==> config.mk <==
export PLATFORM = sky130hd
export DESIGN_NAME = seq_mul
export DESIGN_NICKNAME = d
export VERILOG_FILES = /design/src/rtl/seq_mul.sv
export SDC_FILE = /design/constraint.sdc
export NUM_CORES = 1
export LEC_CHECK = 0
export ABC_AREA = 1
export BUFFER_PORTS_ARGS = -buffer_cell sky130_fd_sc_hd__buf_2
export CAP_MARGIN = 25
export CORE_MARGIN = 2
export CORE_UTILIZATION = 50
export CTS_CLUSTER_DIAMETER = 100
export CTS_CLUSTER_SIZE = 24
export DETAILED_ROUTE_END_ITERATION = 10
export PLACE_DENSITY = 0.81
export SETUP_SLACK_MARGIN = 0.1
export SLEW_MARGIN = 20
export SYNTH_ARGS = -nofsm -noshare
export SYNTH_HDL_FRONTEND = slang
export SYNTH_SLANG_ARGS = --single-unit
==> constraint.sdc <==
create_clock -name clk -period 3.1 [get_ports clk]
set_input_delay 0.31 -clock clk [delete_from_list [all_inputs] [get_ports clk]]
set_output_delay 0.31 -clock clk [all_outputs]
set_load 0.005 [all_outputs]
==> src/rtl/seq_mul.sv <==
// Sequential shift-add multiplier: WIDTH-bit operands, unsigned or two's-complement,
// full 2*WIDTH-bit product after WIDTH bit steps through a single adder.
module seq_mul #(
  parameter int unsigned WIDTH = 8
) (
  input  logic                 clk,
  input  logic                 rst_n,
  input  logic                 in_valid,
  output logic                 in_ready,
  input  logic [WIDTH-1:0]     a,
  input  logic [WIDTH-1:0]     b,
  input  logic                 is_signed,
  output logic                 out_valid,
  input  logic                 out_ready,
  output logic [2*WIDTH-1:0]   p,
  output logic                 busy
);

  localparam int unsigned PW = 2 * WIDTH;
  localparam int unsigned CW = $clog2(WIDTH + 1);

  typedef enum logic [1:0] {
    IDLE = 2'd0,
    CALC = 2'd1,
    DONE = 2'd2
  } state_e;

  state_e          state_q, state_d;
  logic [WIDTH-1:0] mag_a_q, mag_a_d;
  logic [WIDTH-1:0] mag_b_q, mag_b_d;
  logic            neg_q, neg_d;
  logic [PW-1:0]   acc_q, acc_d;
  logic [PW-1:0]   p_q, p_d;
  logic [CW-1:0]   count_q, count_d;
  logic            in_ready_q, in_ready_d;
  logic            out_valid_q, out_valid_d;
  logic            busy_q, busy_d;

  logic [PW-1:0]   addend_c;
  logic [PW-1:0]   acc_sum_c;

  // Next-state and datapath; mag_b is consumed LSB first by shifting right each step.
  always_comb begin
    state_d     = state_q;
    mag_a_d     = mag_a_q;
    mag_b_d     = mag_b_q;
    neg_d       = neg_q;
    acc_d       = acc_q;
    p_d         = p_q;
    count_d     = count_q;

    addend_c  = mag_b_q[0] ? (PW'(mag_a_q) << count_q) : '0;
    acc_sum_c = acc_q + addend_c;

    case (state_q)
      IDLE: begin
        if (in_valid && in_ready_q) begin
          mag_a_d = (is_signed && a[WIDTH-1]) ? WIDTH'(-a) : a;
          mag_b_d = (is_signed && b[WIDTH-1]) ? WIDTH'(-b) : b;
          neg_d   = is_signed & (a[WIDTH-1] ^ b[WIDTH-1]);
          acc_d   = '0;
          count_d = '0;
          state_d = CALC;
        end
      end
      CALC: begin
        acc_d   = acc_sum_c;
        mag_b_d = mag_b_q >> 1;
        count_d = count_q + CW'(1);
        if (count_q == CW'(WIDTH - 1)) begin
          p_d     = neg_q ? PW'(-acc_sum_c) : acc_sum_c;
          state_d = DONE;
        end
      end
      DONE: begin
        if (out_ready) begin
          state_d = IDLE;
        end
      end
      default: begin
        state_d = IDLE;
      end
    endcase

    // Handshake flags are registered copies of the state being entered.
    in_ready_d  = (state_d == IDLE);
    out_valid_d = (state_d == DONE);
    busy_d      = (state_d != IDLE);
  end

  always_ff @(posedge clk or negedge rst_n) begin
    if (!rst_n) begin
      state_q     <= IDLE;
      mag_a_q     <= '0;
      mag_b_q     <= '0;
      neg_q       <= 1'b0;
      acc_q       <= '0;
      p_q         <= '0;
      count_q     <= '0;
      in_ready_q  <= 1'b1;
      out_valid_q <= 1'b0;
      busy_q      <= 1'b0;
    end else begin
      state_q     <= state_d;
      mag_a_q     <= mag_a_d;
      mag_b_q     <= mag_b_d;
      neg_q       <= neg_d;
      acc_q       <= acc_d;
      p_q         <= p_d;
      count_q     <= count_d;
      in_ready_q  <= in_ready_d;
      out_valid_q <= out_valid_d;
      busy_q      <= busy_d;
    end
  end

  assign in_ready  = in_ready_q;
  assign out_valid = out_valid_q;
  assign busy      = busy_q;
  assign p         = p_q;

endmodule
==> out/metrics.cfg, run 1 <==
[sta]
period_minus_slack_ns = 3.05
fin_skew_ns = 0.0108
fmax_mhz = 328
hold_viol_final = 1
worst_pin_slew_ns = 0.732
rsz0062_at_grt = true
slew_headroom_pct = 51.2
slew_violations = 0
setup_viol = 0
hold_slack_ns = -0.000961
min_period_over_period_pct = 98.4

[synthesis]
netlist-cell-type-count = 45
synthFlopType = dfrtp_1
syn_nets = 694
ys_warn_count = 0
netlist_instances = 653
synth_edf_count = 0
synth_top_cell_by_area = dfrtp_1
ys_ff_latch = 58
synthTopCellsByArea = dfrtp_1, nand2_1, inv_1
async_flop_share_pct = 100
seq_area_frac_synth_pct = 33.0
syn_area_um2 = 4400
synth_top_area_share_pct = 32.5
avgSynthCellArea_um2 = 6.73

[worst_setup_path]
cpMostUsedCell = nand2_2
crit_arrival_ns = 3.30
worst_setup_path_end_kind = flip-flop
max_stage_delay_ns = 0.46
crit_fanout = 6
crit_type = reg -> reg
cp_cell_sequence = clkinvlp_4 > nand2_2 > o21ai_2 > nand2_1 > nand2_2 > o21ai_4 > inv_1 > nor2_2 > ha_4 > nand2_2 > inv_2 > nand2_2 > nand2_2 > inv_2 > nand3_1 > nand2_2 > nand3_4 > inv_2 > o21ai_2 > or2_1 > nand3_1 > nand2_1
slowest_stage = dfrtp_2
required_ns = 3.35
start_kind = flip-flop

[floorplan]
die_y_um = 97.8
core_um2 = 8640
io_pins = 40
die_w_um = 97.8
die_area_um2 = 9560
num_rows = 34
initial_core_util_pct = 50.9

[global_route]
grt_max_degree = 31
grt_antenna_before_repair = 0
grt_pass1_wl_um = 21100
gr-total-overflow = 0
track_usage_pct = 26.9
first_global_vias = 4575

[pwr]
power_mw = 6.98
power_density_nw_per_um2 = 1180
leakage_nw = 2.91
ir_drop_uv = 517

[status]
status = finished with violations
failed_checks = negative hold slack

[drt]
drtPass1Iterations = 5
avgRoutedWirePerCell_um = 15.7
drtIter0Drc = 269
vias_per_cell = 5.53
route.detailed.drc = 0
ant_nets = 0
routed-via-count = 4724
drt_wl_total_um = 13400

[final_layout]
final.fill_count = 663
area_delta_synth_final_pct = 34.1
insertedDiodeCount = 0
final_util_pct = 68.3
nNetsFinal = 782
final_area_um2 = 5900
drive_above_1_share_pct = 36.9

[placement]
portBuffers = 39
place_area_um2 = 4780
globalplace.congestion = 0.910
place_hpwl_um = 8840

[clocking]
clkTransAtPathRegs_ns = 0.08
cts_hold_buf = 0
clock_latency_ns = 0.36
cts_max_path_buffers = 2
root_buffer = clkbuf_8
cts_tree = built
numCtsBuffers = 9
cts.sinks = 58
htree_levels = 3

[worst_hold_path]
hp-class = in -> async

[flow_run]
cap_viol_max_count = 0

==> critical path: cells and delay by family (launching register included) <==
family / cells / cell delay (ns)
buffers and inverters: 5 / 0.50
DFF: 1 / 0.46
adders and majority gates: 1 / 0.25
AOI/OAI and AO/OA: 3 / 0.33
and+or+nand+nor: 13 / 1.41
==> routing by layer <==
metal	GRT usage (%)	routed length [um]	vias to the layer above
met5	0	0	-
met1	32.4	5340	2238
li1	-	-	2289
met4	10.1	416	0
met3	4.44	548	41
met2	48.3	7080	156
==> registers in the layout, summed over array words and instances, names as in the netlist <==
signal,flops
neg_q,1
acc_q,16
mag_a_q,8
p,16
count_q,4
out_valid,1
state_q,2
in_ready,1
mag_b_q,8
busy,1
==> cell usage after synthesis (2+ instances only) <==
cell type,n
nand2_4,2
nand2_2,16
xor2_1,6
xnor2_1,5
and2_1,3
o31ai_1,3
o22ai_1,4
a21oi_1,14
o221ai_1,4
inv_1,80
nand4_1,4
ha_1,19
o21ai_0,49
nor2_1,47
o21ai_2,2
a31oi_1,7
or2_2,3
clkbuf_1,12
nand3b_1,2
nand3_1,52
nor2_4,3
nor3_1,8
nor2_2,6
nand3_2,5
buf_2,2
dfrtp_1,57
o211ai_1,3
nand2_1,206
inv_2,8
o21ai_1,5
or2_1,2
==> placed cells by master, fill, tap and decap left out, drive strengths merged, types with 4 or more instances in the layout <==
cell type  count
a21oi         15
inv           89
buf           92
o22ai          4
nor3           8
nand2        224
ha            19
a31oi          7
clkbuf        12
nand4          5
or2            6
nand3         58
o21ai         56
xnor2          5
nor2          56
dfrtp         57
xor2           6
o221ai         4
==> final timing paths <==
check                      startpoint         end  slack (ns)  cells past startpoint
min reg2reg                     p[15]       p[15]        0.47                      2
max in group asynchronous       rst_n  count_q[0]        2.20                      2
min in group clk            out_ready   out_valid        0.13                      2
min                             rst_n    acc_q[2]      -0.001                      1
max reg2reg                count_q[0]       p[10]        0.05                     22
max                        count_q[0]       p[10]        0.05                     22
==> power by group <==
| group | internal (mW) | total [mW] | switching (mW) |
|---|---|---|---|
| logic | 1.89 | 4.72 | 2.84 |
| registers | 1.09 | 1.36 | 0.266 |
| clock network | 0.558 | 0.899 | 0.341 |
==> through the flow <==
stage	worst slack [ns]	instances	setup TNS, ns
final	0.0509	854	0
after global routing	-0.154	854	-0.778
after CTS	0.0924	837	0
after detailed placement	-0.183	801	-0.438
after global placement	-0.0357	801	-0.0357
after floorplan	0.259	653	0
==> cells by family after synthesis <==
family                   synth area share (%)
AND/OR/NAND/NOR                          36.9
buffers and inverters                    9.34
AO/OA/AOI/OAI                            12.7
flip-flops                               33.0
adder cells (fa/ha/maj)                  5.86
XOR/XNOR                                 2.19
==> timing repair <==
action / 4_1_cts / 5_1_grt
gates cloned: 1 / 0
gates resized for setup: 37 / 129
pin swaps: 27 / 58
buffers inserted: 19 / 17
endpoints found under the setup margin: 8 / 18
==> cell type report <==
| class | instances | area [um^2] | area share [%] |
|---|---|---|---|
| Multi-Input combinational cell | 490 | 3110 | 52.8 |
| Sequential cell | 58 | 1450 | 24.7 |
| Timing Repair Buffer | 92 | 604 | 10.3 |
| Inverter | 89 | 337 | 5.71 |
| Clock buffer | 12 | 145 | 2.46 |
| Tap cell | 108 | 135 | 2.29 |
| Clock inverter | 4 | 98.8 | 1.68 |
| Timing Repair inverter | 1 | 7.51 | 0.127 |
Note: power is estimated with default switching activity, not from simulation.
==> inputs of run 2 (changes only) <==
RECOVER_POWER = 50   (was default)
==> run 2 against run 1 <==
  * Combinational power is essentially flat
  * The run ends with max-capacitance violations, max-slew violations left
  * Hold slack gained 0.13 ns
  * Total power is essentially flat
==> out/metrics.cfg, run 2 (synthesis gave the netlist of run 1 again) <==
[status]
status = finished with violations
failed_checks = max-capacitance violations, max-slew violations

[worst_setup_path]
worst_setup_path_end_kind = flip-flop
required_ns = 3.35  ; about the same
reg2reg_slack_ns = 0.05  ; about the same
cp-endpoint = p[10]
crit_start = count_q[0]
crit_fanout = 6  ; unchanged
crit_type = reg -> reg
r2r_cells = 22  ; unchanged
rr_endpoint = p[10]
start_kind = flip-flop
crit_arrival_ns = 3.30  ; about the same
r2r-start = count_q[0]

[placement]
preCtsSetupSlack_ns = -0.183  ; unchanged
place_area_um2 = 4780  ; unchanged
globalplace.congestion = 0.910  ; unchanged
dp_cells = 801  ; unchanged
portBuffers = 39  ; unchanged
place_hpwl_um = 8840  ; unchanged

[clocking]
cts_max_path_buffers = 2  ; unchanged
clkTransAtPathRegs_ns = 0.07  ; about the same
htree_levels = 3  ; unchanged
cts_tree = built
numCtsBuffers = 9  ; unchanged
clock_latency_ns = 0.36  ; about the same
cts_hold_buf = 0  ; unchanged
cts.sinks = 58  ; unchanged
root_buffer = clkbuf_8

[final_layout]
layout_commonest_cell = nand2_1
layout.cells.non_filler = 854  ; unchanged
area_delta_synth_final_pct = 34.0
layout_common_cells = nand2_1, inv_1, dfrtp_1
final_area_um2 = 5890  ; -0.11%
final_util_pct = 68.2  ; -0.072 points
drive_above_1_share_pct = 36.5  ; -0.40 points
insertedDiodeCount = 0  ; unchanged
nNetsFinal = 782  ; unchanged

[floorplan]
initial_core_util_pct = 50.9  ; unchanged
num_rows = 34  ; unchanged
die_area_um2 = 9560  ; unchanged
die_y_um = 97.8  ; unchanged
io_pins = 40  ; unchanged
core_um2 = 8640  ; unchanged
die_w_um = 97.8  ; unchanged

[sta]
post-route-worst-setup-slack_ns = 0.0491  ; -0.00175 ns
hold_viol_final = 0  ; -1
setup_viol = 0  ; unchanged
min_period_over_period_pct = 98.4  ; about the same
slew_headroom_pct = -17.0  ; -68 points
fmax_mhz = 328  ; about the same
fin_skew_ns = 0.0108  ; unchanged
slew_violations = 31  ; +31
rsz0062_at_grt = true
worst_pin_slew_ns = 1.75  ; +1.02 ns
period_minus_slack_ns = 3.05  ; +0.00175 ns

[pwr]
clkPwrFrac_pct = 12.9  ; about the same
intPower_mw = 3.53  ; -0.11%
comb_power_share_pct = 67.7  ; about the same
switching_share_pct = 49.4  ; about the same
p_seq_share_pct = 19.4  ; about the same
power_density_nw_per_um2 = 1180  ; about the same
leakage_nw = 2.90  ; -0.31%
p_sw_mw = 3.45  ; about the same
ir_drop_uv = 517  ; about the same

[drt]
drt_wl_total_um = 13400  ; about the same
drtIter0Drc = 269  ; unchanged
avgRoutedWirePerCell_um = 15.7  ; about the same
vias_per_cell = 5.53  ; unchanged
drtPass1Iterations = 5  ; unchanged
routed-via-count = 4724  ; unchanged
route.detailed.drc = 0  ; unchanged
ant_nets = 0  ; unchanged

[global_route]
use_met2_pct = 48.3  ; unchanged
top_usage_layer = met2
first_global_vias = 4575  ; unchanged
track_usage_pct = 26.9  ; unchanged
grt_pass1_wl_um = 21100  ; unchanged
grt_antenna_before_repair = 0  ; unchanged
grt_use_met1_pct = 32.4  ; unchanged
grt_max_degree = 31  ; unchanged
grtUsageMet3_pct = 4.44  ; unchanged
gr-total-overflow = 0  ; unchanged

[flow_run]
cap_viol_max_count = 1  ; +1

[worst_hold_path]
hp-class = in -> reg

run 2: cell types whose count changed in the layout (fill, tap and decap cells not counted), sizes merged:
cell    change
buf         -4
clkbuf      +4
run 2: through the flow:
| step | setup TNS (ns) | hold WS, ns | power (mW) |
|---|---|---|---|
| 2_1_floorplan | 0 | 0.0144 | 3.64 |
| 6_report | 0 | 0.130 | 6.98 |
| 4_1_cts | 0 | 0.0297 | 5.87 |
| 3_5_place_dp | -0.438 | 0.407 | 4.55 |
| 5_1_grt | -0.778 | 0.135 | 7.46 |
| 3_3_place_gp | -0.0357 | 0.384 | 4.42 |
run 2: worst max-delay path, cell delays in order, from the launching register on:
cell	delay, ns
dfrtp_2	0.46
clkinvlp_4	0.19
nand2_2	0.09
o21ai_2	0.08
nand2_1	0.12
nand2_2	0.09
o21ai_4	0.19
inv_1	0.09
nor2_2	0.16
ha_4	0.25
nand2_2	0.10
inv_2	0.04
nand2_2	0.06
nand2_2	0.08
inv_2	0.09
nand3_1	0.09
nand2_2	0.13
nand3_4	0.11
inv_2	0.09
o21ai_2	0.06
or2_1	0.25
nand3_1	0.07
nand2_1	0.06
run 2: power by group through the flow:
stage	registers, mW	clock network, mW	logic (mW)
after floorplan	1.26	0	2.38
after global placement	1.31	0	3.11
after detailed placement	1.33	0	3.22
after CTS	1.32	0.891	3.66
after global routing	1.39	0.933	5.13
final	1.36	0.898	4.72
run 2: metal layers:
layer,part of all wire (%),vias to the layer above
met3,4.0,40
li1,-,2289
met2,53,158
met4,3.0,0
met5,0,-
met1,40,2237
run 2: layout make-up:
cell class / count / area, um^2
Sequential cell: 58 / 1450
Timing Repair inverter: 1 / 7.51
Timing Repair Buffer: 92 / 598
Clock buffer: 12 / 145
Tap cell: 108 / 135
Inverter: 89 / 337
Clock inverter: 4 / 98.8
Multi-Input combinational cell: 490 / 3110
Fill cell: 664 / 2750
run 2: how the worst min path moves through the flow:
stage | slack (ns) | endpoint | cells past startpoint | from
6_report | 0.13 | out_valid | 2 | out_ready
5_1_grt | 0.14 | out_valid | 2 | out_ready
4_1_cts | 0.03 | acc_q[8] | 1 | rst_n
3_5_place_dp | 0.41 | acc_q[8] | 1 | rst_n
3_3_place_gp | 0.38 | acc_q[4] | 1 | rst_n
2_1_floorplan | 0.01 | acc_q[0] | 0 | rst_n
run 2: what timing repair did:
| action | in CTS | in global routing |
|---|---|---|
| pin swaps | 27 | 58 |
| buffers inserted | 19 | 17 |
| cloned | 1 | 0 |
| resized for setup | 37 | 129 |
| setup endpoints to repair | 8 | 18 |
==> inputs of run 3 (changes only) <==
CTS_CLUSTER_DIAMETER = 120   (was 100)
clock period = 3.26 ns   (was 3.1 ns; I/O delays follow)
==> run 3 against run 2 <==
  * The run now ends clean
  * Hold slack gained 0.028 ns
  * Critical path depth is 3 lower
  * Global-route usage is 1.9 points lower
  * Maximum frequency down 0.18%
  * Via count down 3.5%
  * Sequential power is 4% lower
  * Largest cell class unchanged
  * Highest routed layer unchanged
==> out/metrics.cfg, run 3 (synthesis gave the netlist of run 1 again) <==
[status]
status = finished, final reports clean

[pwr]
power_mw = 5.74  ; -18%
clkPwrFrac_pct = 13.0  ; about the same
comb_power_share_pct = 64.2  ; -3.5 points
ir_drop_uv = 445  ; -14%
p_seq_share_pct = 22.7  ; +3.3 points
leakage_nw = 2.66  ; -8.5%
intPower_mw = 2.86  ; -19%
p_sw_mw = 2.88  ; -16%
power_density_nw_per_um2 = 1070  ; -9.9%
switching_share_pct = 50.2  ; +0.83 points

[final_layout]
layout_commonest_cell = nand2_1
layout_common_cells = nand2_1, inv_1, dfrtp_1
insertedDiodeCount = 0  ; unchanged
final_area_um2 = 5380  ; -8.7%
nNetsFinal = 753  ; -3.7%
drive_above_1_share_pct = 25.2  ; -11 points
area_delta_synth_final_pct = 22.3

[clocking]
clock_latency_ns = 0.35  ; about the same
cts.sinks = 58  ; unchanged
root_buffer = clkbuf_8
cts_tree = built
htree_levels = 3  ; unchanged
numCtsBuffers = 9  ; unchanged
clkTransAtPathRegs_ns = 0.07  ; about the same
cts_max_path_buffers = 2  ; unchanged

[drt]
ant_nets = 0  ; unchanged
drtPass1Iterations = 6  ; +1
avgRoutedWirePerCell_um = 14.6  ; -7.1%
routed-via-count = 4560  ; -3.5%
drt_wl_total_um = 12000  ; -10%
route.detailed.drc = 0  ; unchanged
vias_per_cell = 5.53  ; about the same
drtIter0Drc = 203  ; -25%

[placement]
globalplace.congestion = 0.932  ; +2.4%
place_hpwl_um = 8450  ; -4.5%
place_area_um2 = 4730  ; -0.94%
portBuffers = 39  ; unchanged

[floorplan]
initial_core_util_pct = 50.9  ; unchanged
die_w_um = 97.8  ; unchanged
io_pins = 40  ; unchanged
num_rows = 34  ; unchanged
core_um2 = 8640  ; unchanged
die_y_um = 97.8  ; unchanged
die_area_um2 = 9560  ; unchanged

[sta]
min_period_over_period_pct = 93.8  ; -4.7 points
hold_viol_final = 0  ; unchanged
worst_pin_slew_ns = 1.04  ; -0.714 ns
fin_skew_ns = 0.00862  ; -0.00214 ns
fmax_mhz = 327  ; -0.18%
setup_viol = 0  ; unchanged
slew_violations = 0  ; -100%
period_minus_slack_ns = 3.06  ; +0.00544 ns
slew_headroom_pct = 30.6  ; +48 points

[worst_setup_path]
crit_fanout = 7  ; +1
worst_setup_path_end_kind = flip-flop
cpMostUsedCell = nor2_4
crit_type = reg -> reg
slowest_stage = fa_2
crit_arrival_ns = 3.30  ; about the same
cp_cell_sequence = inv_4 > nand2_2 > nor2_4 > nand2_2 > nor2_4 > ha_2 > fa_2 > inv_2 > ha_2 > inv_1 > nor2_4 > nand3_4 > nor2_4 > nand3_2 > nand2_2 > o21ai_2 > or2_1 > nand3_1 > nand2_1
start_kind = flip-flop
required_ns = 3.51  ; +0.16 ns
max_stage_delay_ns = 0.48  ; +0.02 ns

[global_route]
gr-total-overflow = 0  ; unchanged
grt_antenna_before_repair = 0  ; unchanged
grt_max_degree = 44  ; +42%
grt_pass1_wl_um = 19400  ; -7.9%
first_global_vias = 4389  ; -4.1%
track_usage_pct = 25.0  ; -1.9 points

[worst_hold_path]
hp-class = in -> reg

[flow_run]
cap_viol_max_count = 0  ; -1

-- run 3: final cells by class --
type                       instances  area, um^2
clock inverter                     5        77.6
timing repair inverter             1        7.51
sequential                        58        1460
inverter                          89         343
timing repair buffer              63         363
tap                              108         135
fill                             753        3260
multi-input combinational        490        2850
clock buffer                      11         141
-- run 3: repair_timing --
| action | CTS | global route |
|---|---|---|
| gates resized for setup | 1 | 94 |
| pin swaps | 0 | 24 |
| gates cloned | 0 | 1 |
| hold buffers | 1 | 0 |
| endpoints found under the setup margin | 3 | 11 |
| hold endpoints to repair | 15 | 0 |
| buffers inserted | 0 | 12 |
-- run 3: worst paths after layout --
check / slack [ns] / cells after the start / start / end
setup / recovery: 0.20 / 19 / count_q[0] / p[10]
hold / removal: 0.16 / 2 / out_ready / out_valid
setup reg to reg: 0.20 / 19 / count_q[0] / p[10]
hold reg to reg: 0.48 / 2 / p[15] / p[15]
max in group asynchronous: 0.98 / 3 / rst_n / count_q[2]
min in group asynchronous: 0.64 / 2 / rst_n / acc_q[4]
-- run 3: through the flow --
step | setup TNS [ns] | hold slack (ns) | setup WS (ns) | utilization (%) | cells
final | 0 | 0.159 | 0.204 | 62.2 | 825
after global routing | -0.0753 | 0.177 | -0.0402 | 62.2 | 825
after detailed placement | 0 | 0.283 | 0.0406 | 54.8 | 795
after floorplan | 0 | 0.0304 | 0.419 | - | 653
after global placement | 0 | 0.265 | 0.225 | 54.8 | 795
after CTS | 0 | 0.149 | 0.122 | 57.5 | 812
-- run 3: power by group through the flow --
stage / registers [mW] / clock network (mW) / logic [mW]
detailed placement: 1.27 / 0 / 3.01
finish: 1.30 / 0.748 / 3.69
global placement: 1.25 / 0 / 2.92
global route: 1.34 / 0.791 / 4.06
floorplan: 1.20 / 0 / 2.27
CTS: 1.26 / 0.758 / 3.04
-- run 3: critical path: cells and delay by family, from the launching register on --
kind	cells	cell delay, ns
adder cells (fa/ha/maj)	3	0.87
AND/OR/NAND/NOR	12	1.30
flip-flops	1	0.47
AO/OA/AOI/OAI	1	0.07
buffers and inverters	3	0.25
-- run 3: layer usage --
| layer | part of all wire [%] | vias to the layer above | global-route usage (%) |
|---|---|---|---|
| met5 | 0 | - | 0 |
| met4 | 4.5 | 0 | 11.6 |
| met3 | 3.9 | 51 | 6.01 |
| met2 | 51 | 136 | 44.4 |
| met1 | 40 | 2150 | 28.3 |
| li1 | - | 2223 | - |
